$ cat config.mk
export PLATFORM = sky130hd
export DESIGN_NAME = ahb_sdram_wbuf
export DESIGN_NICKNAME = d
export VERILOG_FILES = /design/src/rtl/ahb_sdram_wbuf.sv
export SDC_FILE = /design/constraint.sdc
export NUM_CORES = 1
export LEC_CHECK = 0
export CAP_MARGIN = 25
export CORE_MARGIN = 2
export CORE_UTILIZATION = 41
export CTS_CLUSTER_DIAMETER = 40
export CTS_CLUSTER_SIZE = 25
export DETAILED_ROUTE_END_ITERATION = 10
export REMOVE_ABC_BUFFERS = 1
export SYNTH_ARGS = -nofsm -noshare
export SYNTH_HDL_FRONTEND = slang
export SYNTH_SLANG_ARGS = --single-unit
$ cat constraint.sdc
create_clock -name HCLK -period 4.2 [get_ports HCLK]
set_input_delay 0.84 -clock HCLK [delete_from_list [all_inputs] [get_ports HCLK]]
set_output_delay 0.84 -clock HCLK [all_outputs]
set_load 0.005 [all_outputs]
$ cat src/rtl/ahb_sdram_wbuf.sv
// Posted-write buffer between the AHB-Lite interconnect and the SDRAM slave.
// Writes retire into a small FIFO with zero wait states; reads wait for the FIFO to drain.
module ahb_sdram_wbuf #(
    parameter int DEPTH = 4,
    parameter int PTR_W = 2
) (
    input  logic              HCLK,
    input  logic              HRESETn,
    input  logic              HSEL,
    input  logic              HREADY,
    input  logic [31:0]       HADDR,
    input  logic [1:0]        HTRANS,
    input  logic              HWRITE,
    input  logic [2:0]        HSIZE,
    input  logic [31:0]       HWDATA,
    output logic              HREADYOUT,
    output logic [31:0]       HRDATA,
    output logic              HRESP,
    output logic              M_HSEL,
    output logic [31:0]       M_HADDR,
    output logic [1:0]        M_HTRANS,
    output logic              M_HWRITE,
    output logic [2:0]        M_HSIZE,
    output logic [31:0]       M_HWDATA,
    output logic              M_HREADY,
    input  logic              M_HREADYOUT,
    input  logic [31:0]       M_HRDATA
);

    typedef enum logic [2:0] {M_IDLE, M_WADDR, M_WDATA, M_RADDR, M_RDATA} mstate_t;

    localparam logic [PTR_W:0]   FULL_CNT = DEPTH[PTR_W:0];
    localparam logic [PTR_W:0]   CNT_ONE  = {{PTR_W{1'b0}}, 1'b1};
    localparam logic [PTR_W-1:0] PTR_ONE  = {{(PTR_W-1){1'b0}}, 1'b1};

    logic [31:0]      fifo_addr [DEPTH];
    logic [2:0]       fifo_size [DEPTH];
    logic [31:0]      fifo_data [DEPTH];
    logic [PTR_W-1:0] wr_ptr, rd_ptr, base_ptr;
    logic [PTR_W:0]   count, base_cnt;

    logic             pend_valid, pend_write;
    logic [31:0]      pend_addr;
    logic [2:0]       pend_size;
    logic             rd_issued, rd_done, rd_resp;
    mstate_t          mstate;

    logic             accept, full, pop, push, rd_req, have_next;
    logic [31:0]      nxt_addr;
    logic [2:0]       nxt_size;
    logic             unused_ok;

    assign unused_ok = ^{HTRANS[0], 1'b0};
    assign HRESP     = 1'b0;
    assign M_HREADY  = M_HREADYOUT;

    // base_* describe the queue after this cycle's pop, so the next address phase can
    // be launched from the following entry (or the entry being pushed right now).
    always_comb begin
        accept    = HSEL && HREADY && HTRANS[1];
        full      = (count == FULL_CNT);
        pop       = (mstate == M_WDATA) && M_HREADYOUT;
        push      = pend_valid && pend_write && (!full || pop);
        rd_req    = pend_valid && !pend_write && !rd_issued;
        HREADYOUT = !pend_valid || (pend_write ? (!full || pop) : rd_resp);
        base_cnt  = pop ? count - CNT_ONE : count;
        base_ptr  = pop ? rd_ptr + PTR_ONE : rd_ptr;
        have_next = (base_cnt != '0) || push;
        nxt_addr  = pend_addr;
        nxt_size  = pend_size;
        if (base_cnt != '0) begin
            nxt_addr = fifo_addr[base_ptr];
            nxt_size = fifo_size[base_ptr];
        end
    end

    always_ff @(posedge HCLK) begin
        if (push) begin
            fifo_addr[wr_ptr] <= pend_addr;
            fifo_size[wr_ptr] <= pend_size;
            fifo_data[wr_ptr] <= HWDATA;
        end
    end

    always_ff @(posedge HCLK) begin
        if (!HRESETn) begin
            wr_ptr <= '0;
            rd_ptr <= '0;
            count  <= '0;
        end else begin
            if (push) wr_ptr <= wr_ptr + PTR_ONE;
            if (pop)  rd_ptr <= rd_ptr + PTR_ONE;
            case ({push, pop})
                2'b10:   count <= count + CNT_ONE;
                2'b01:   count <= count - CNT_ONE;
                default: count <= count;
            endcase
        end
    end

    // Upstream slave side: one outstanding data phase, held while HREADYOUT is low.
    always_ff @(posedge HCLK) begin
        if (!HRESETn) begin
            pend_valid <= 1'b0;
            pend_write <= 1'b0;
            pend_addr  <= '0;
            pend_size  <= '0;
            rd_resp    <= 1'b0;
        end else begin
            rd_resp <= rd_done;
            if (accept) begin
                pend_valid <= 1'b1;
                pend_write <= HWRITE;
                pend_addr  <= HADDR;
                pend_size  <= HSIZE;
            end else if (HREADYOUT) begin
                pend_valid <= 1'b0;
            end
        end
    end

    always_ff @(posedge HCLK) begin
        if (!HRESETn) begin
            mstate    <= M_IDLE;
            M_HSEL    <= 1'b0;
            M_HTRANS  <= 2'b00;
            M_HWRITE  <= 1'b0;
            M_HADDR   <= '0;
            M_HSIZE   <= '0;
            M_HWDATA  <= '0;
            HRDATA    <= '0;
            rd_done   <= 1'b0;
            rd_issued <= 1'b0;
        end else begin
            rd_done <= 1'b0;
            if (pend_valid && !pend_write && rd_resp) rd_issued <= 1'b0;
            case (mstate)
                M_IDLE: begin
                    if (rd_req && count == '0) begin
                        mstate    <= M_RADDR;
                        M_HSEL    <= 1'b1;
                        M_HTRANS  <= 2'b10;
                        M_HWRITE  <= 1'b0;
                        M_HADDR   <= pend_addr;
                        M_HSIZE   <= pend_size;
                        rd_issued <= 1'b1;
                    end else if (have_next) begin
                        mstate   <= M_WADDR;
                        M_HSEL   <= 1'b1;
                        M_HTRANS <= 2'b10;
                        M_HWRITE <= 1'b1;
                        M_HADDR  <= nxt_addr;
                        M_HSIZE  <= nxt_size;
                    end
                end
                M_WADDR: begin
                    if (M_HREADYOUT) begin
                        mstate   <= M_WDATA;
                        M_HSEL   <= 1'b0;
                        M_HTRANS <= 2'b00;
                        M_HWDATA <= fifo_data[rd_ptr];
                    end
                end
                M_WDATA: begin
                    if (M_HREADYOUT) begin
                        if (have_next) begin
                            mstate   <= M_WADDR;
                            M_HSEL   <= 1'b1;
                            M_HTRANS <= 2'b10;
                            M_HWRITE <= 1'b1;
                            M_HADDR  <= nxt_addr;
                            M_HSIZE  <= nxt_size;
                        end else begin
                            mstate <= M_IDLE;
                        end
                    end
                end
                M_RADDR: begin
                    if (M_HREADYOUT) begin
                        mstate   <= M_RDATA;
                        M_HSEL   <= 1'b0;
                        M_HTRANS <= 2'b00;
                    end
                end
                M_RDATA: begin
                    if (M_HREADYOUT) begin
                        mstate  <= M_IDLE;
                        HRDATA  <= M_HRDATA;
                        rd_done <= 1'b1;
                    end
                end
                default: mstate <= M_IDLE;
            endcase
        end
    end

endmodule
==> out/results.env, run 1 <==
DETAILEDPLACEMENTHPWL_MM=25.2
GRT_MAX_DEGREE=109
DETAILROUTE.VIA_COUNT=12300
PLACE.DETAILED.INSTANCES=2142
DIE-HEIGHT_UM=210
CRITPATHLAUNCHTYPE='input port'
FIRST_GLOBAL_VIAS=12400
SYNTH_TOP_FAMILY_BY_AREA='compound AO/OA/AOI/OAI gates'
FINALWORSTSETUPSLACK_NS=0.927
SYNTH-WARNING-COUNT=0
SYNTH_FA_HA_AREA_SHARE_PCT=0.504
SYNTH_AREA_LEADERS='sky130_fd_sc_hd__edfxtp_1 46%, sky130_fd_sc_hd__dfxtp_1 18%, sky130_fd_sc_hd__nand2_1 8.2%, sky130_fd_sc_hd__mux4_2 4.3%, sky130_fd_sc_hd__a21oi_1 3.3%'
SYNTH_AREA_UM2=17400
FINALSETUPVIOLATIONS=0
TOTAL_SWITCHING_POWER_uW=3330
YOSYS-TOP-CELLS-COUNT='380 x sky130_fd_sc_hd__nand2_1, 268 x sky130_fd_sc_hd__edfxtp_1, 153 x sky130_fd_sc_hd__dfxtp_1'
SYNTH-EDFF-COUNT=268
DRT-INITIAL-DRC-COUNT=885
ROUTED_WIRE_LENGTH_PER_INSTANCE_UM=19.7
FLOORPLAN.DIE.WIDTH_UM=210
FLOORPLAN.IO_PINS=213
PATH_COMMON_CELL='sky130_fd_sc_hd__clkdlybuf4s50_1'
CLKSLEWWORSTSETUPHOLDPATHS_NS=0.06
SETUP_REPAIR_AFTER_GLOBAL_ROUTING_MISSED_ITS_MARGIN='false'
WP_DATA_ARRIVAL_NS=2.43
POSTCTSSETUPBUFFERS=0
PORTBUFFERS=210
CRITPATHMAXSTAGEDELAY_NS=0.57
REPORT.FINAL.HOLD_VIOL_COUNT=0
VIAS_PER_CELL=5.45
CLOCK-ROOT-BUFFER='sky130_fd_sc_hd__clkbuf_16'
CELLPOWERDENSITY_nW_PER_UM2=545
YS_DOMINANT_REG_CELL='sky130_fd_sc_hd__edfxtp_1'
HOLD_FIX_BUFFERS_CTS=0
POST-SYNTH-TOP-AREA-FRACTION_PCT=46.3
SYNTH-SEQ-CELLS=421
SYNTHMOSTINSTANTIATEDCELL='sky130_fd_sc_hd__nand2_1'
GRT_USE_TOTAL_PCT=20.2
FIN_SKEW_NS=0.0190
SHARE_SEQ_OF_TOTAL_POWER_PCT=40.5
FINAL_NET_COUNT=1778
DETAILEDROUTE.FIRSTPASSITERATIONCOUNT=6
CTS_REPAIR_RESIZE_COUNT=0
CRIT_PATH_MAX_DELAY_FAMILY='buffers and inverters'
TRITONCTS='yes'
YOSYS-MUX-AREA-FRACTION_PCT=6.46
PATH_CELLS='clkdlybuf4s50_1, and4bb_4, o21ai_0, o211ai_1, clkdlybuf4s50_1'
FINAL_INSTANCE_COUNT_WITHOUT_FILLER_CELLS=2255
INITIAL_CORE_UTIL_PCT=41.4
CRIT_REQUIRED_NS=3.36
CP.BUFFERS_INVERTERS=2
TRANSITION_TIME_AT_THE_PIN_WITH_THE_LEAST_SLEW_MARGIN_NS=1.01
CORE.ROWCOUNT=75
SYN-INSTANCE-COUNT=1475
MAXSLEWVIOLCOUNT=0
DRCVIOLATIONCOUNT=0
HOLD_CLASS='reg2reg'
ROUTE.FINAL.WIRE_LENGTH_MM=44.4
CTS-ROOT-TO-SINK-BUFFERS=3
GRT_PASS1_WL_MM=69.2
SYNTH.YOSYS.SEQ_AREA_SHARE_PCT=63.9
ACHIEVABLE-FREQUENCY_MHz=306
SYNTH_COMPOUND_GATE_AREA_SHARE_PCT=12.7
CAP_VIOL_MAX_COUNT=0
HOLD_SLACK_NS=0.433
DETAILEDPLACE.WORSTSLACK_NS=0.652
DESIGN.DIE.AREA_UM2=44100
IR_WORST_VDD_mV=0.359
P_LEAK_uW=0.00734
SYNTHXORXNORAREAFRAC_PCT=0.252
GRT_ANTENNA_BEFORE_REPAIR=5
PATH_CLASS='in2out'
POSTSYNTHAREAPERCELL_UM2=11.8
CLK_LATENCY_WORST_SKEW_PAIR_NS=0.60
DRTANTENNAVIOLNETS=0
CORE_REGION_AREA_UM2=41900
POWER.CLOCK.FRACTION_PCT=41.2
FILLER_CELL_COUNT=3583
CRITICAL-PATH-SLOWEST-CELL='sky130_fd_sc_hd__clkdlybuf4s50_1'
POWER_uW=12000
MAX-SLEW-MARGIN-REL_PCT=32.6
CRITICAL_PATH.ENDPOINT_TYPE='output pin'
CP_MAX_FO=3
CTS.SINK_COUNT=421
CTS-BUFFERS-INSERTED=59
FINALCRITPERIODSHARE_PCT=77.9
SYNTH.DISTINCT_CELLS=54
CTS_HTREE_LEVELS=2
SYN_TO_FINAL_GROWTH_PCT=26.9
ASYNCSETRESETFLOPFRACSYNTH_PCT=0
RUN_STATUS='finished clean'
SWITCHING_SHARE_PCT=27.7
POST_SYNTH_AND_OR_NAND_NOR_AREA_FRACTION_PCT=12.1
SYNTH_TOP_AREA_CELL='sky130_fd_sc_hd__edfxtp_1'
COMB_POWER_SHARE_PCT=18.4
GP_ROUTABILITY_CONGESTION=0.759
INTERNAL-POWER_uW=8700
POST_ROUTE_CELLS_DRIVE_ABOVE_1_SHARE_PCT=13.0
GLOBALROUTE.TOTALOVERFLOW=0
MIN_PERIOD_NS=3.27
[routing by layer]
metal | part of all wire [%] | up-vias | GRT usage [%]
met5 | 0.043 | - | 0
met4 | 2.2 | 4 | 6.41
met3 | 7.2 | 78 | 5.33
met2 | 48 | 390 | 33.9
met1 | 42 | 6061 | 25.7
li1 | - | 5758 | -
[registers in the layout, indices dropped and copies added, names as in the netlist]
| register | count |
|---|---|
| HRDATA | 32 |
| M_HADDR | 32 |
| M_HSEL | 1 |
| M_HSIZE | 3 |
| M_HTRANS | 2 |
| M_HWDATA | 32 |
| M_HWRITE | 1 |
| count | 3 |
| fifo_addr | 128 |
| fifo_data | 128 |
| fifo_size | 12 |
| mstate | 3 |
| pend_addr | 32 |
| pend_size | 3 |
| pend_valid | 1 |
| pend_write | 1 |
| rd_done | 1 |
| rd_issued | 1 |
| rd_ptr | 2 |
| rd_resp | 1 |
| wr_ptr | 2 |
[stage by stage]
stage          area (um^2)  util [%]  setup TNS, ns
6_report             22100      52.6              0
5_1_grt              22100      52.6              0
3_3_place_gp         20000      47.8              0
3_5_place_dp         20000      47.8              0
4_1_cts              22100      52.6              0
2_1_floorplan        16800         -        -140.58
[area by class of cell]
type / count / area [um^2] / area share (%)
tap: 539 / 674 / 3.06
clock buffer: 73 / 1610 / 7.30
timing repair buffer: 241 / 2450 / 11.1
multi-input combinational: 899 / 5640 / 25.5
sequential: 421 / 11100 / 50.4
antenna: 2 / 5.00 / 0.0227
inverter: 42 / 160 / 0.726
clock inverter: 38 / 412 / 1.87
[worst paths after layout]
kind                              end  slack (ns)                startpoint  cells after the start
min reg2reg  M_HTRANS[0]$_SDFFE_PN0P_        0.43  M_HTRANS[0]$_SDFFE_PN0P_                      2
min          M_HTRANS[0]$_SDFFE_PN0P_        0.43  M_HTRANS[0]$_SDFFE_PN0P_                      2
max                         HREADYOUT        0.93               M_HREADYOUT                      5
max reg2reg   M_HADDR[6]$_SDFFE_PN0P_        1.41    mstate[1]$_SDFFE_PN0P_                      7
[worst register-to-register path, stage by stage (launching register included)]
cell and delay (ns):
sky130_fd_sc_hd__dfxtp_1 0.59, sky130_fd_sc_hd__and4bb_4 0.31, sky130_fd_sc_hd__buf_4 0.45, sky130_fd_sc_hd__buf_4 0.70, sky130_fd_sc_hd__a31oi_1 0.21, sky130_fd_sc_hd__o21ai_0 0.11
sky130_fd_sc_hd__a32oi_1 0.14, sky130_fd_sc_hd__a221oi_2 0.21
[power groups by stage]
stage | Combinational, uW | Clock, uW | Sequential [uW]
3_5_place_dp | 2220 | 0 | 4960
5_1_grt | 2410 | 5240 | 4910
3_3_place_gp | 2180 | 0 | 4960
2_1_floorplan | 1180 | 0 | 4920
6_report | 2210 | 4950 | 4870
4_1_cts | 2230 | 5060 | 4870
[placed cells by master, fill, tap and decap left out, types with 8 or more instances in the layout]
master                              n
sky130_fd_sc_hd__nand2_1          380
sky130_fd_sc_hd__edfxtp_1         268
sky130_fd_sc_hd__clkdlybuf4s50_1  209
sky130_fd_sc_hd__dfxtp_1          151
sky130_fd_sc_hd__a21oi_1          115
sky130_fd_sc_hd__nand3_1           72
sky130_fd_sc_hd__clkbuf_16         61
sky130_fd_sc_hd__o21ai_0           42
sky130_fd_sc_hd__inv_1             41
sky130_fd_sc_hd__a31oi_1           38
sky130_fd_sc_hd__mux2i_1           38
sky130_fd_sc_hd__a32oi_1           34
sky130_fd_sc_hd__mux4_2            33
sky130_fd_sc_hd__a21o_1            33
sky130_fd_sc_hd__a221oi_2          29
sky130_fd_sc_hd__buf_4             21
sky130_fd_sc_hd__nor2_1            15
sky130_fd_sc_hd__inv_6             10
sky130_fd_sc_hd__buf_12            10
sky130_fd_sc_hd__clkbuf_1           8
sky130_fd_sc_hd__inv_8              8
[logic make-up after synthesis]
| group | after synthesis |
|---|---|
| flops | 421 |
| simple gates | 501 |
| xor+xnor | 5 |
| mux | 71 |
| fa+ha+maj | 7 |
| other cells | 1 |
| buf+inv | 155 |
| compound gates | 314 |
Power figures use the tool's default switching activity.
==> run 2: changes to the inputs <==
Clock period 4.2 ns to 3.1 ns, I/O delays scaled along.
==> out/results.env, run 2 (synthesis results as in run 1) <==
CELLPOWERDENSITY_nW_PER_UM2=762  # +40%
FINALSETUPVIOLATIONS=0  # unchanged
CORE_REGION_AREA_UM2=41900  # unchanged
GRT_PASS1_WL_MM=68.3  # -1.2%
TOTAL_SWITCHING_POWER_uW=4550  # +36%
ROUTED_WIRE_LENGTH_PER_INSTANCE_UM=19.6  # -0.74%
CTS-ROOT-TO-SINK-BUFFERS=3  # unchanged
RUN_STATUS='finished clean'
FINAL_INSTANCE_COUNT_WITHOUT_FILLER_CELLS=2276  # +0.93%
DETAILEDPLACEMENTHPWL_MM=25.6  # +1.5%
POWER_uW=17100  # +42%
PATH_CLASS='reg2out'
CAP_VIOL_MAX_COUNT=0  # unchanged
ACHIEVABLE-FREQUENCY_MHz=346
LAYOUT.AREA.SEQ_UM2=11100  # unchanged
GRT_USE_TOTAL_PCT=20.2  # -0.045 points
TRANSITION_TIME_AT_THE_PIN_WITH_THE_LEAST_SLEW_MARGIN_NS=0.674  # -0.333 ns
FIN_SKEW_NS=0.0190  # +0.00000320 ns
LAYOUT_TOP_REGISTERS='fifo_addr: 128 flops, fifo_data: 128 flops'
COMB_POWER_SHARE_PCT=17.7  # -0.7 points
FLOORPLAN.DIE.WIDTH_UM=210  # unchanged
CRITICAL_PATH.ENDPOINT_TYPE='output pin'
SWITCHING_SHARE_PCT=26.6  # -1.1 points
MULTI_INPUT_AREA_UM2=5640  # unchanged
WORSTREGTOREGCELLS=8  # +1
HOLD_FIX_BUFFERS_CTS=0  # unchanged
HOLD_CLASS='reg2reg'
DETAILROUTE.VIA_COUNT=12300  # -0.065%
DRTANTENNAVIOLNETS=0  # unchanged
FINALCRITPERIODSHARE_PCT=93.2
DESIGN.DIE.AREA_UM2=44100  # unchanged
CLKSLEWWORSTSETUPHOLDPATHS_NS=0.05  # about the same
FIRST_GLOBAL_VIAS=12400  # -0.27%
CP_MAX_FO=5  # +2
CLOCK-ROOT-BUFFER='sky130_fd_sc_hd__clkbuf_16'
SHARE_SEQ_OF_TOTAL_POWER_PCT=38.6  # -1.9 points
CLK_LATENCY_WORST_SKEW_PAIR_NS=0.59  # about the same
GP_ROUTABILITY_CONGESTION=0.748  # -1.5%
INITIAL_CORE_UTIL_PCT=41.4  # unchanged
CTS.SINK_COUNT=421  # unchanged
POWER.CLOCK.FRACTION_PCT=43.7  # +2.5 points
DETAILEDROUTE.FIRSTPASSITERATIONCOUNT=5  # -1
MAX-SLEW-MARGIN-REL_PCT=55.0  # +22 points
GRT_MAX_DEGREE=105  # -3.7%
FINALINSTANCEAREA_UM2=22500  # +1.8%
LAYOUT_COMMONEST_CELL='sky130_fd_sc_hd__nand2_1'
POST_ROUTE_CELLS_DRIVE_ABOVE_1_SHARE_PCT=14.1  # +1.1 points
CORE.ROWCOUNT=75  # unchanged
CRIT_REQUIRED_NS=2.48  # -0.88 ns
FINAL_NET_COUNT=1796  # +1.0%
ROUTE.FINAL.WIRE_LENGTH_MM=44.5  # +0.18%
FLOORPLAN.IO_PINS=213  # unchanged
CTS_REPAIR_RESIZE_COUNT=0  # unchanged
FILLER_CELL_COUNT=3562  # -0.59%
IR_WORST_VDD_mV=0.585  # +63%
SETUP_REPAIR_AFTER_GLOBAL_ROUTING_MISSED_ITS_MARGIN='false'
HOLD_PATH.STARTPOINT='rd_done$_SDFF_PN0_'
MOSTFREQUENTLAYOUTCELLS='380 x sky130_fd_sc_hd__nand2_1, 268 x sky130_fd_sc_hd__edfxtp_1, 209 x sky130_fd_sc_hd__clkdlybuf4s50_1'
TRITONCTS='yes'
GRT_ANTENNA_BEFORE_REPAIR=4  # -1
CRITPATHLAUNCHTYPE='register'
P_LEAK_uW=0.00755  # +2.8%
WP_DATA_ARRIVAL_NS=2.27  # -0.16 ns
DIE-HEIGHT_UM=210  # unchanged
MIN_PERIOD_NS=2.89
MAXSLEWVIOLCOUNT=0  # unchanged
GLOBALROUTE.TOTALOVERFLOW=0  # unchanged
CRIT_STARTPOINT='count[0]$_SDFFE_PN0P_'
CTS-BUFFERS-INSERTED=66  # +12%
DRCVIOLATIONCOUNT=0  # unchanged
R2R_START='count[1]$_SDFFE_PN0P_'
REPORT.FINAL.HOLD_VIOL_COUNT=0  # unchanged
DRT-INITIAL-DRC-COUNT=758  # -14%
CTS_HTREE_LEVELS=3  # +1
POSTCTSSETUPBUFFERS=0  # unchanged
PORTBUFFERS=210  # unchanged
HOLD-PATH-CELL-COUNT=1  # -1
SYN_TO_FINAL_GROWTH_PCT=29.2
VIAS_PER_CELL=5.40  # -0.99%
PLACE_AREA_UM2=20200  # +0.66%
INTERNAL-POWER_uW=12600  # +44%
PLACE.DETAILED.INSTANCES=2153  # +0.51%
[run 2: cell type report]
type                            count  area share [%]
Multi-Input combinational cell    899            25.1
Clock inverter                     47            2.43
Clock buffer                       74            7.72
Tap cell                          539            3.00
Timing Repair Buffer              252            11.5
Antenna cell                        2          0.0223
Sequential cell                   421            49.5
Inverter                           42           0.713
[run 2: stage by stage]
step           util (%)  setup WS (ns)  TNS, ns  hold WS, ns
6_report           53.5          0.211        0        0.429
5_1_grt            53.5         0.0528        0        0.457
4_1_cts            53.5          0.166        0        0.429
3_5_place_dp       48.1          0.232        0        0.422
3_3_place_gp       48.1          0.248        0        0.422
2_1_floorplan         -          -1.40  -413.96        0.412
[run 2: path summary, 6_finish.rpt]
kind | to | slack (ns)
worst max register to register | M_HADDR[3]$_SDFFE_PN0P_ | 0.72
worst min register to register | rd_resp$_SDFF_PN0_ | 0.43
worst max-delay path | HREADYOUT | 0.21
worst min-delay path | rd_resp$_SDFF_PN0_ | 0.43
[run 2: power groups by stage]
stage | Sequential [uW] | Combinational, uW | Clock [uW]
2_1_floorplan | 6670 | 1600 | 0
3_3_place_gp | 6730 | 3000 | 0
3_5_place_dp | 6730 | 3050 | 0
4_1_cts | 6620 | 3060 | 7640
5_1_grt | 6660 | 3290 | 7870
6_report | 6620 | 3030 | 7480
[run 2: per-layer routing]
| layer | vias to the layer above | track usage, % | part of all wire, % | wire (um) |
|---|---|---|---|---|
| met5 | - | 0 | 0.029 | 13 |
| met4 | 2 | 7.95 | 2.8 | 1230 |
| met3 | 113 | 5.36 | 6.5 | 2910 |
| met2 | 357 | 33.5 | 48 | 21500 |
| met1 | 6007 | 25.4 | 42 | 18900 |
| li1 | 5804 | - | - | - |
[run 2: critical path, cell delays in order, from the launching register on]
cell and delay (ns):
sky130_fd_sc_hd__dfxtp_1 0.40, sky130_fd_sc_hd__inv_1 0.11, sky130_fd_sc_hd__ha_1 0.26, sky130_fd_sc_hd__nand2_1 0.14
sky130_fd_sc_hd__o21ai_0 0.09, sky130_fd_sc_hd__o211ai_1 0.13, sky130_fd_sc_hd__clkdlybuf4s50_1 0.56
==> run 3: changes to the inputs <==
--- a/config.mk
+++ b/config.mk
@@ -13,2 +13,3 @@
 export DETAILED_ROUTE_END_ITERATION = 10
+export GPL_ROUTABILITY_DRIVEN = 0
 export REMOVE_ABC_BUFFERS = 1
==> constraint.sdc (replaced) <==
create_clock -name HCLK -period 3.1 [get_ports HCLK]
set_input_delay 0.31 -clock HCLK [delete_from_list [all_inputs] [get_ports HCLK]]
set_output_delay 0.31 -clock HCLK [all_outputs]
set_load 0.005 [all_outputs]
==> out/results.env, run 3 (synthesis results as in run 1) <==
DETAILEDROUTE.FIRSTPASSITERATIONCOUNT=5  # unchanged
TRITONCTS='yes'
CRIT_REQUIRED_NS=2.79  # +0.31 ns
CRITPATHLAUNCHTYPE='register'
WP_DATA_ARRIVAL_NS=2.55  # +0.28 ns
HOLD_FIX_BUFFERS_CTS=0  # unchanged
FLOORPLAN.DIE.WIDTH_UM=210  # unchanged
HOLD_CLASS='in2reg'
CTS.SINK_COUNT=421  # unchanged
FILLER_CELL_COUNT=3585  # +0.65%
DRTANTENNAVIOLNETS=0  # unchanged
DRT-INITIAL-DRC-COUNT=810  # +6.9%
MAXSLEWVIOLCOUNT=0  # unchanged
PORTBUFFERS=210  # unchanged
HOLD_SLACK_NS=0.233  # -0.196 ns
LAYOUT.CORE_UTILIZATION_PCT=53.1  # -0.42 points
TRANSITION_TIME_AT_THE_PIN_WITH_THE_LEAST_SLEW_MARGIN_NS=0.851  # +0.177 ns
FIN_SKEW_NS=0.0107  # -0.00826 ns
P_LEAK_uW=0.00746  # -1.2%
LAYOUT_TOP_REGISTERS='fifo_addr: 128 flops, fifo_data: 128 flops'
CLK_LATENCY_WORST_SKEW_PAIR_NS=0.60  # about the same
LAYOUT.AREA.SEQ_UM2=11100  # unchanged
DRCVIOLATIONCOUNT=0  # unchanged
FIRST_GLOBAL_VIAS=12400  # +0.51%
MAX-SLEW-MARGIN-REL_PCT=43.0  # -12 points
MIN_PERIOD_NS=2.86  # -0.0246 ns
GRT_MAX_DEGREE=60  # -43%
PATH_CLASS='reg2out'
GRT_PASS1_WL_MM=69.4  # +1.5%
DESIGN.DIE.AREA_UM2=44100  # unchanged
GRT_ANTENNA_BEFORE_REPAIR=2  # -2
CAP_VIOL_MAX_COUNT=0  # unchanged
POSTCTSSETUPBUFFERS=0  # unchanged
ACHIEVABLE-FREQUENCY_MHz=349  # +0.86%
GRT_USE_TOTAL_PCT=20.3  # +0.11 points
SETUP_REPAIR_AFTER_GLOBAL_ROUTING_MISSED_ITS_MARGIN='false'
MOSTFREQUENTLAYOUTCELLS='380 x sky130_fd_sc_hd__nand2_1, 268 x sky130_fd_sc_hd__edfxtp_1, 209 x sky130_fd_sc_hd__clkdlybuf4s50_1'
REPORT.FINAL.HOLD_VIOL_COUNT=0  # unchanged
DETAILROUTE.VIA_COUNT=12200  # -0.56%
IR_WORST_VDD_mV=0.622  # +6.3%
FINALSETUPVIOLATIONS=0  # unchanged
CORE.ROWCOUNT=75  # unchanged
CORE_REGION_AREA_UM2=41900  # unchanged
CTS_HTREE_LEVELS=2  # -1
DIE-HEIGHT_UM=210  # unchanged
ROUTE.FINAL.WIRE_LENGTH_MM=44.6  # +0.11%
SYN_TO_FINAL_GROWTH_PCT=28.2
FINAL_NET_COUNT=1787  # -0.50%
CTS-ROOT-TO-SINK-BUFFERS=3  # unchanged
CRITICAL_PATH.ENDPOINT_TYPE='output pin'
POST_ROUTE_CELLS_DRIVE_ABOVE_1_SHARE_PCT=13.5  # -0.54 points
GR-USAGE-MET2_PCT=33.8  # +0.36 points
CLKSLEWWORSTSETUPHOLDPATHS_NS=0.06  # about the same
DETAILEDPLACEMENTHPWL_MM=25.9  # +1.4%
VIAS_PER_CELL=5.40  # about the same
FLOORPLAN.IO_PINS=213  # unchanged
GLOBALROUTE.TOTALOVERFLOW=0  # unchanged
MET1_USAGE_PCT=25.8  # +0.43 points
LAYOUT_COMMONEST_CELL='sky130_fd_sc_hd__nand2_1'
CTS_REPAIR_RESIZE_COUNT=0  # unchanged
ROUTED_WIRE_LENGTH_PER_INSTANCE_UM=19.7  # +0.69%
CTS-BUFFERS-INSERTED=60  # -9.1%
CELLPOWERDENSITY_nW_PER_UM2=747  # -2.0%
INITIAL_CORE_UTIL_PCT=41.4  # unchanged
GLOBAL_ROUTE.PEAK_USAGE_LAYER='met2'
RUN_STATUS='finished clean'
MULTI_INPUT_AREA_UM2=5640  # unchanged
CP_MAX_FO=17  # +12
GRT_USE_MET3_PCT=4.78  # -0.58 points
FINALCRITPERIODSHARE_PCT=92.4  # -0.79 points
CLOCK-ROOT-BUFFER='sky130_fd_sc_hd__clkbuf_16'
run 3: per-stage QoR:
step,area [um^2],total power (uW),setup slack [ns],setup TNS (ns),cells
after CTS,22300,16800,0.173,0,2262
after detailed placement,20200,9730,0.506,0,2150
final,22300,16600,0.236,0,2263
after global routing,22300,17300,0.0634,0,2262
after global placement,20200,9680,0.570,0,2150
after floorplan,16800,8270,-1.34,-396.87,1362
run 3: final timing paths:
path	startpoint	end	slack, ns	depth (start not counted)
hold / removal	HRESETn	M_HADDR[3]$_SDFFE_PN0P_	0.23	3
setup reg to reg	count[0]$_SDFFE_PN0P_	M_HSIZE[0]$_SDFFE_PN0P_	0.59	8
setup / recovery	mstate[1]$_SDFFE_PN0P_	HREADYOUT	0.24	4
hold reg to reg	M_HTRANS[0]$_SDFFE_PN0P_	M_HTRANS[0]$_SDFFE_PN0P_	0.44	2
run 3: power by group:
group          switching (uW)  internal [uW]
clock                    2720           4330
sequential                298           6300
combinational            1500           1500
run 3: worst max-delay path, stage by stage, from the launching register on:
cell and delay (ns):
sky130_fd_sc_hd__dfxtp_1 0.60, sky130_fd_sc_hd__and4bb_4 0.51, sky130_fd_sc_hd__o21ai_0 0.15, sky130_fd_sc_hd__o211ai_1 0.13
sky130_fd_sc_hd__clkdlybuf4s50_1 0.56
run 3: final cells by class:
type / count / share of cell area (%)
antenna: 1 / 0.0112
clock buffer: 69 / 7.41
clock inverter: 43 / 2.08
inverter: 42 / 0.719
multi-input combinational: 899 / 25.3
sequential: 421 / 49.9
tap: 539 / 3.03
timing repair buffer: 249 / 11.6
run 3: routing by layer:
metal  vias to the layer above  wire [um]
li1                       5778          -
met2                       376      21600
met3                        91       3140
met5                         -         13
met4                         2       1060
met1                      5967      18800
==> patch 1: new RTL, config.mk and constraints of run 3 <==
Set the parameter `PTR_W` to 1 (it was 2).
--- a/src/rtl/ahb_sdram_wbuf.sv
+++ b/src/rtl/ahb_sdram_wbuf.sv
@@ -4,3 +4,3 @@
     parameter int DEPTH = 4,
-    parameter int PTR_W = 2
+    parameter int PTR_W = 1
 ) (
Check against the original RTL: not equivalent (a bounded check fails within 4 cycles, from zero or initial values and one cycle with HRESETn low).
==> patch 1 against run 3 <==
- worst setup slack better by 0.34 ns
- non-clock buffer count down 20
- sequential power down 37%
- hold slack better by 0.056 ns
- clock power down 35%
- clock skew up 0.00098 ns
- global-route usage down 3.3 points
- design area down 34%
- count of clock-buffer cells in the layout down 27
- routed wire length down 46%
- area after synthesis down 37%
- total power down 41%
- sequential cell count down 137
- critical path depth up 1
- highest routed layer is now met4
==> patch 1: results (changes against run 3) <==
| Metric | Value |
|---|---|
| Status | `finished, final reports clean` |
| Critical path's largest stage delay | `0.63 ns (+0.03 ns)` |
| Num sequential | `284 (-33%)` |
| Filler cell count | `2247 (-37%)` |
| Post-synth EDFFs | `134 (-50%)` |
| Yosys cell types | `46 (-15%)` |
| Clk tree area frac | `9.18% (-0.31 points)` |
| Largest regs | `fifo_addr (64), fifo_data (64)` |
| Post-DR wirelength/cell | `17.1 um (-13%)` |
| R2r setup slk | `0.68 ns (+0.09 ns)` |
| Sequential share of cell area | `47.7% (-2.2 points)` |
| Worst Hold Path EP | `M_HWDATA[12]` |
| Initial antenna violation count | `0 (-2)` |
| WP data arrival | `2.21 ns (-0.34 ns)` |
| Place WS | `0.392 ns (-0.114 ns)` |
| WHS Path Cells | `2 (-1)` |
| Max Freq | `396 MHz (+14%)` |
| Final Skew | `0.0117 ns (+0.000981 ns)` |
| Count of non-CTS inverters in the layout | `5 (-88%)` |
| Post-synthesis mux area share | `6.53% (+0.067 points)` |
| Synth top area cells | `edfxtp_1 37%, dfxtp_1 28%, mux2i_1 6.4%, nand2_1 6.2%, o211a_1 6.1%` |
| GRT Util Overall | `17.0% (-3.3 points)` |
| Peak supply drop | `448 uV (-28%)` |
| Lkg Pwr | `5.99 nW (-20%)` |
| Setup bufs post-CTS | `0 (unchanged)` |
| Worst r2r src | `mstate[0]` |
| Vias per cell | `4.96 (-8.1%)` |
| FF-to-FF path depth | `7 (-1)` |
| Complex-gate fraction of the synthesized area | `16.9% (+4.2 points)` |
| 1st-pass router iterations | `4 (-1)` |
| Nets | `1156 (-35%)` |
| Relative slew slack | `36.9% (-6.1 points)` |
| Logic pwr share | `10.5% (-7.5 points)` |
| First-pass GRT wire length | `38200 um (-45%)` |
| Xor and xnor area share after synthesis | `0.493% (+0.24 points)` |
| CTS buffer count | `37 (-38%)` |
| Clk_lat worst skew | `0.51 ns (-0.09 ns)` |
| Buffer share of cell area | `15.6% (+4.1 points)` |
| Vias in the first global route | `6919 (-44%)` |
| Comb pwr | `0.00102 W (-66%)` |
| Initial DRC count | `318 (-61%)` |
| Crit path max fanout | `11 (-6)` |
| Reg2Reg Capture Point | `M_HADDR[29]` |
| Multi-input combinational area share | `24.5% (-0.82 points)` |
| Diodes inserted | `0 (-1)` |
| P_sw | `0.00222 W (-51%)` |
| Largest net degree at the start of global routing | `74 (+23%)` |
| Seq/Total Area, Yosys | `64.4% (+0.54 points)` |
| Synth Flop Type | `dfxtp_1` |
patch 1: cell types whose count changed after synthesis, moves of 34 or more:
cell,change
inv_1,-37
a21oi_1,-111
o211a_1,+66
nand2_1,-199
a21boi_0,+69
a32oi_1,-34
nand3_1,-69
a31oi_1,-35
edfxtp_1,-134
patch 1: routing by layer:
| layer | global-route usage, % | up-vias | part of all wire [%] |
|---|---|---|---|
| met5 | 0 | - | 0 |
| met4 | 4.61 | 0 | 1.5 |
| met3 | 3.45 | 36 | 4.6 |
| met2 | 27.6 | 155 | 47 |
| met1 | 23.2 | 3355 | 47 |
| li1 | - | 3456 | - |
patch 1: through the flow:
stage / cell area (um2) / setup TNS [ns] / instances / hold WS, ns
floorplan: 10600 / -152.37 / 779 / 0.409
global route: 14700 / 0 / 1411 / 0.305
detailed placement: 13400 / 0 / 1343 / 0.424
CTS: 14700 / 0 / 1411 / 0.279
global placement: 13400 / 0 / 1343 / 0.417
finish: 14700 / 0 / 1411 / 0.289
==> patch 2: new RTL, config.mk and constraints of run 3 <==
Made on the original files. Encoding of `mstate_t`: now one-hot (5 bits for 5 states).
--- a/src/rtl/ahb_sdram_wbuf.sv
+++ b/src/rtl/ahb_sdram_wbuf.sv
@@ -29,3 +29,3 @@
 
-    typedef enum logic [2:0] {M_IDLE, M_WADDR, M_WDATA, M_RADDR, M_RDATA} mstate_t;
+    typedef enum logic [4:0] {M_IDLE = 5'b00001, M_WADDR = 5'b00010, M_WDATA = 5'b00100, M_RADDR = 5'b01000, M_RDATA = 5'b10000} mstate_t;
 
Function: no difference found for any inputs over 4 cycles, from zero or initial values and one cycle with HRESETn low; so few cycles prove little.
==> patch 2 against run 3 <==
- first-iteration DRC count up 1.5%
- area after synthesis up 2.1%
- sequential cell count up 2
- non-clock buffer count up 8
- design area up 3.4%
- worst setup slack worse by 0.010 ns
- routed wire length up 3.5%
- critical path type unchanged
Power is not compared: it rests on default switching activity, and its combinational part moved more than twofold at a synthesized area within 25%.
==> patch 2: results (changes against run 3) <==
| Metric | Value |
|---|---|
| Seq/Total Area, Yosys | `62.8% (-1.1 points)` |
| Status | `finished, final reports clean` |
| Final Skew | `0.0264 ns (+0.0157 ns)` |
| Fraction of layout instances using a drive strength above 1 | `21.2% (+7.7 points)` |
| Yosys cell types | `66 (+22%)` |
| Setup bufs post-CTS | `0 (unchanged)` |
| Synthesis warning total | `0 (unchanged)` |
| Reg clk slew, reported paths | `~0.05 ns` |
| Async SR Flop Fraction | `0% (unchanged)` |
| Largest regs | `fifo_addr (128), fifo_data (128)` |
| # port buffers | `210 (unchanged)` |
| Peak supply drop | `536 uV` |
| Initial antenna violation count | `3 (+1)` |
| Synth top area cells | `edfxtp_1 45%, dfxtp_1 17%, nand2_1 4.4%, mux4_2 4.1%, a21oi_1 3.2%` |
| First-pass GRT wire length | `71000 um (+2.3%)` |
| CTS H-tree depth | `3 (+1)` |
| DPL Wire Length | `26600 um (+2.6%)` |
| Largest net degree at the start of global routing | `72 (+20%)` |
| Clk_lat worst skew | `0.58 ns (-0.02 ns)` |
| Actual slew at the worst max-slew pin | `0.781 ns (-0.0702 ns)` |
| Post-synth top cells | `268 x edfxtp_1, 210 x nand2_1, 155 x dfxtp_1, 114 x a21oi_1, 81 x nand3_1` |
| CTS buffer count | `68 (+13%)` |
| Crit path max fanout | `12 (-5)` |
| Nets | `1695 (-5.1%)` |
| Clock Path Buffers | `3 (unchanged)` |
| Worst hold path type | `in2reg` |
| WL final | `46100 um (+3.5%)` |
| Crit path required time | `2.79 ns (about the same)` |
| Initial DRC count | `822 (+1.5%)` |
| Clk root buf | `clkbuf_16` |
| Lkg Pwr | `around 7.5 nW` |
| 1st-pass router iterations | `5 (unchanged)` |
| GRT Util Overall | `20.6% (+0.33 points)` |
| Via Count | `12200 (-0.16%)` |
| Post-CTS resize count | `1 (+1)` |
| Post-synth EDFFs | `268 (unchanged)` |
-- patch 2: final timing paths --
path / start / to / slack [ns] / depth (start not counted)
setup reg to reg: mstate[4] / fifo_addr[0][14] / 0.65 / 7
setup / recovery: mstate[1] / HREADYOUT / 0.23 / 5
hold / removal: HRESETn / M_HADDR[14] / 0.26 / 3
hold reg to reg: rd_done / rd_resp / 0.44 / 1
-- patch 2: cell families (layout without fill, tap and decap cells) --
kind of cell    after synthesis  count (layout)  share of synthesized area, %
other cells                   1               2                        0.0211
buf+inv                     132             394                          3.57
compound gates              392             392                          18.7
simple gates                377             377                          10.0
mux                          33              33                          4.12
xor+xnor                      6               6                         0.338
flops                       423             423                          62.8
fa+ha+maj                     7               7                         0.493
-- patch 2: through the flow --
stage               power [W]  setup WS, ns  std cells  setup TNS [ns]  cell area [um2]
finish                 0.0149         0.225       2219               0            23000
floorplan             0.00700         -1.60       1254         -131.32            17200
CTS                    0.0151        0.0229       2218               0            23000
detailed placement    0.00758         0.291       2096               0            20700
global route           0.0154        0.0725       2218               0            23000
global placement      0.00754         0.308       2096               0            20700
-- patch 2: cell type report --
class | instances | area (um2)
Timing Repair Buffer | 257 | 2750
Multi-Input combinational cell | 816 | 6050
Clock buffer | 80 | 1810
Sequential cell | 423 | 11200
Antenna cell | 1 | 2.50
Tap cell | 585 | 732
Inverter | 15 | 58.8
Fill cell | 3604 | 19900
Clock inverter | 42 | 477
-- patch 2: report_power, final --
part | total (W) | leakage [nW] | switching, W | internal [W]
Combinational | 0.00125 | 2.70 | 0.000581 | 0.000665
Clock | 0.00749 | 1.10 | 0.00279 | 0.00469
Sequential | 0.00621 | 3.70 | 0.000131 | 0.00608
Total | 0.0149 | 7.50 | 0.00351 | 0.0114
-- patch 2: worst max-delay path, cell delays in order, from the launching register on --
cell	delay, ns
dfxtp_1	0.47
or3b_4	0.56
nor2_8	0.18
o21ai_0	0.12
nand3_1	0.13
clkdlybuf4s50_1	0.54
-- patch 2: routing by layer --
metal / global-route usage [%] / share of wire (%) / vias to the layer above
li1: - / - / 5631
met1: 26.7 / 42 / 6119
met2: 33.8 / 49 / 361
met3: 5.70 / 7.0 / 79
met4: 6.36 / 2.2 / 4
met5: 0 / 0.067 / -
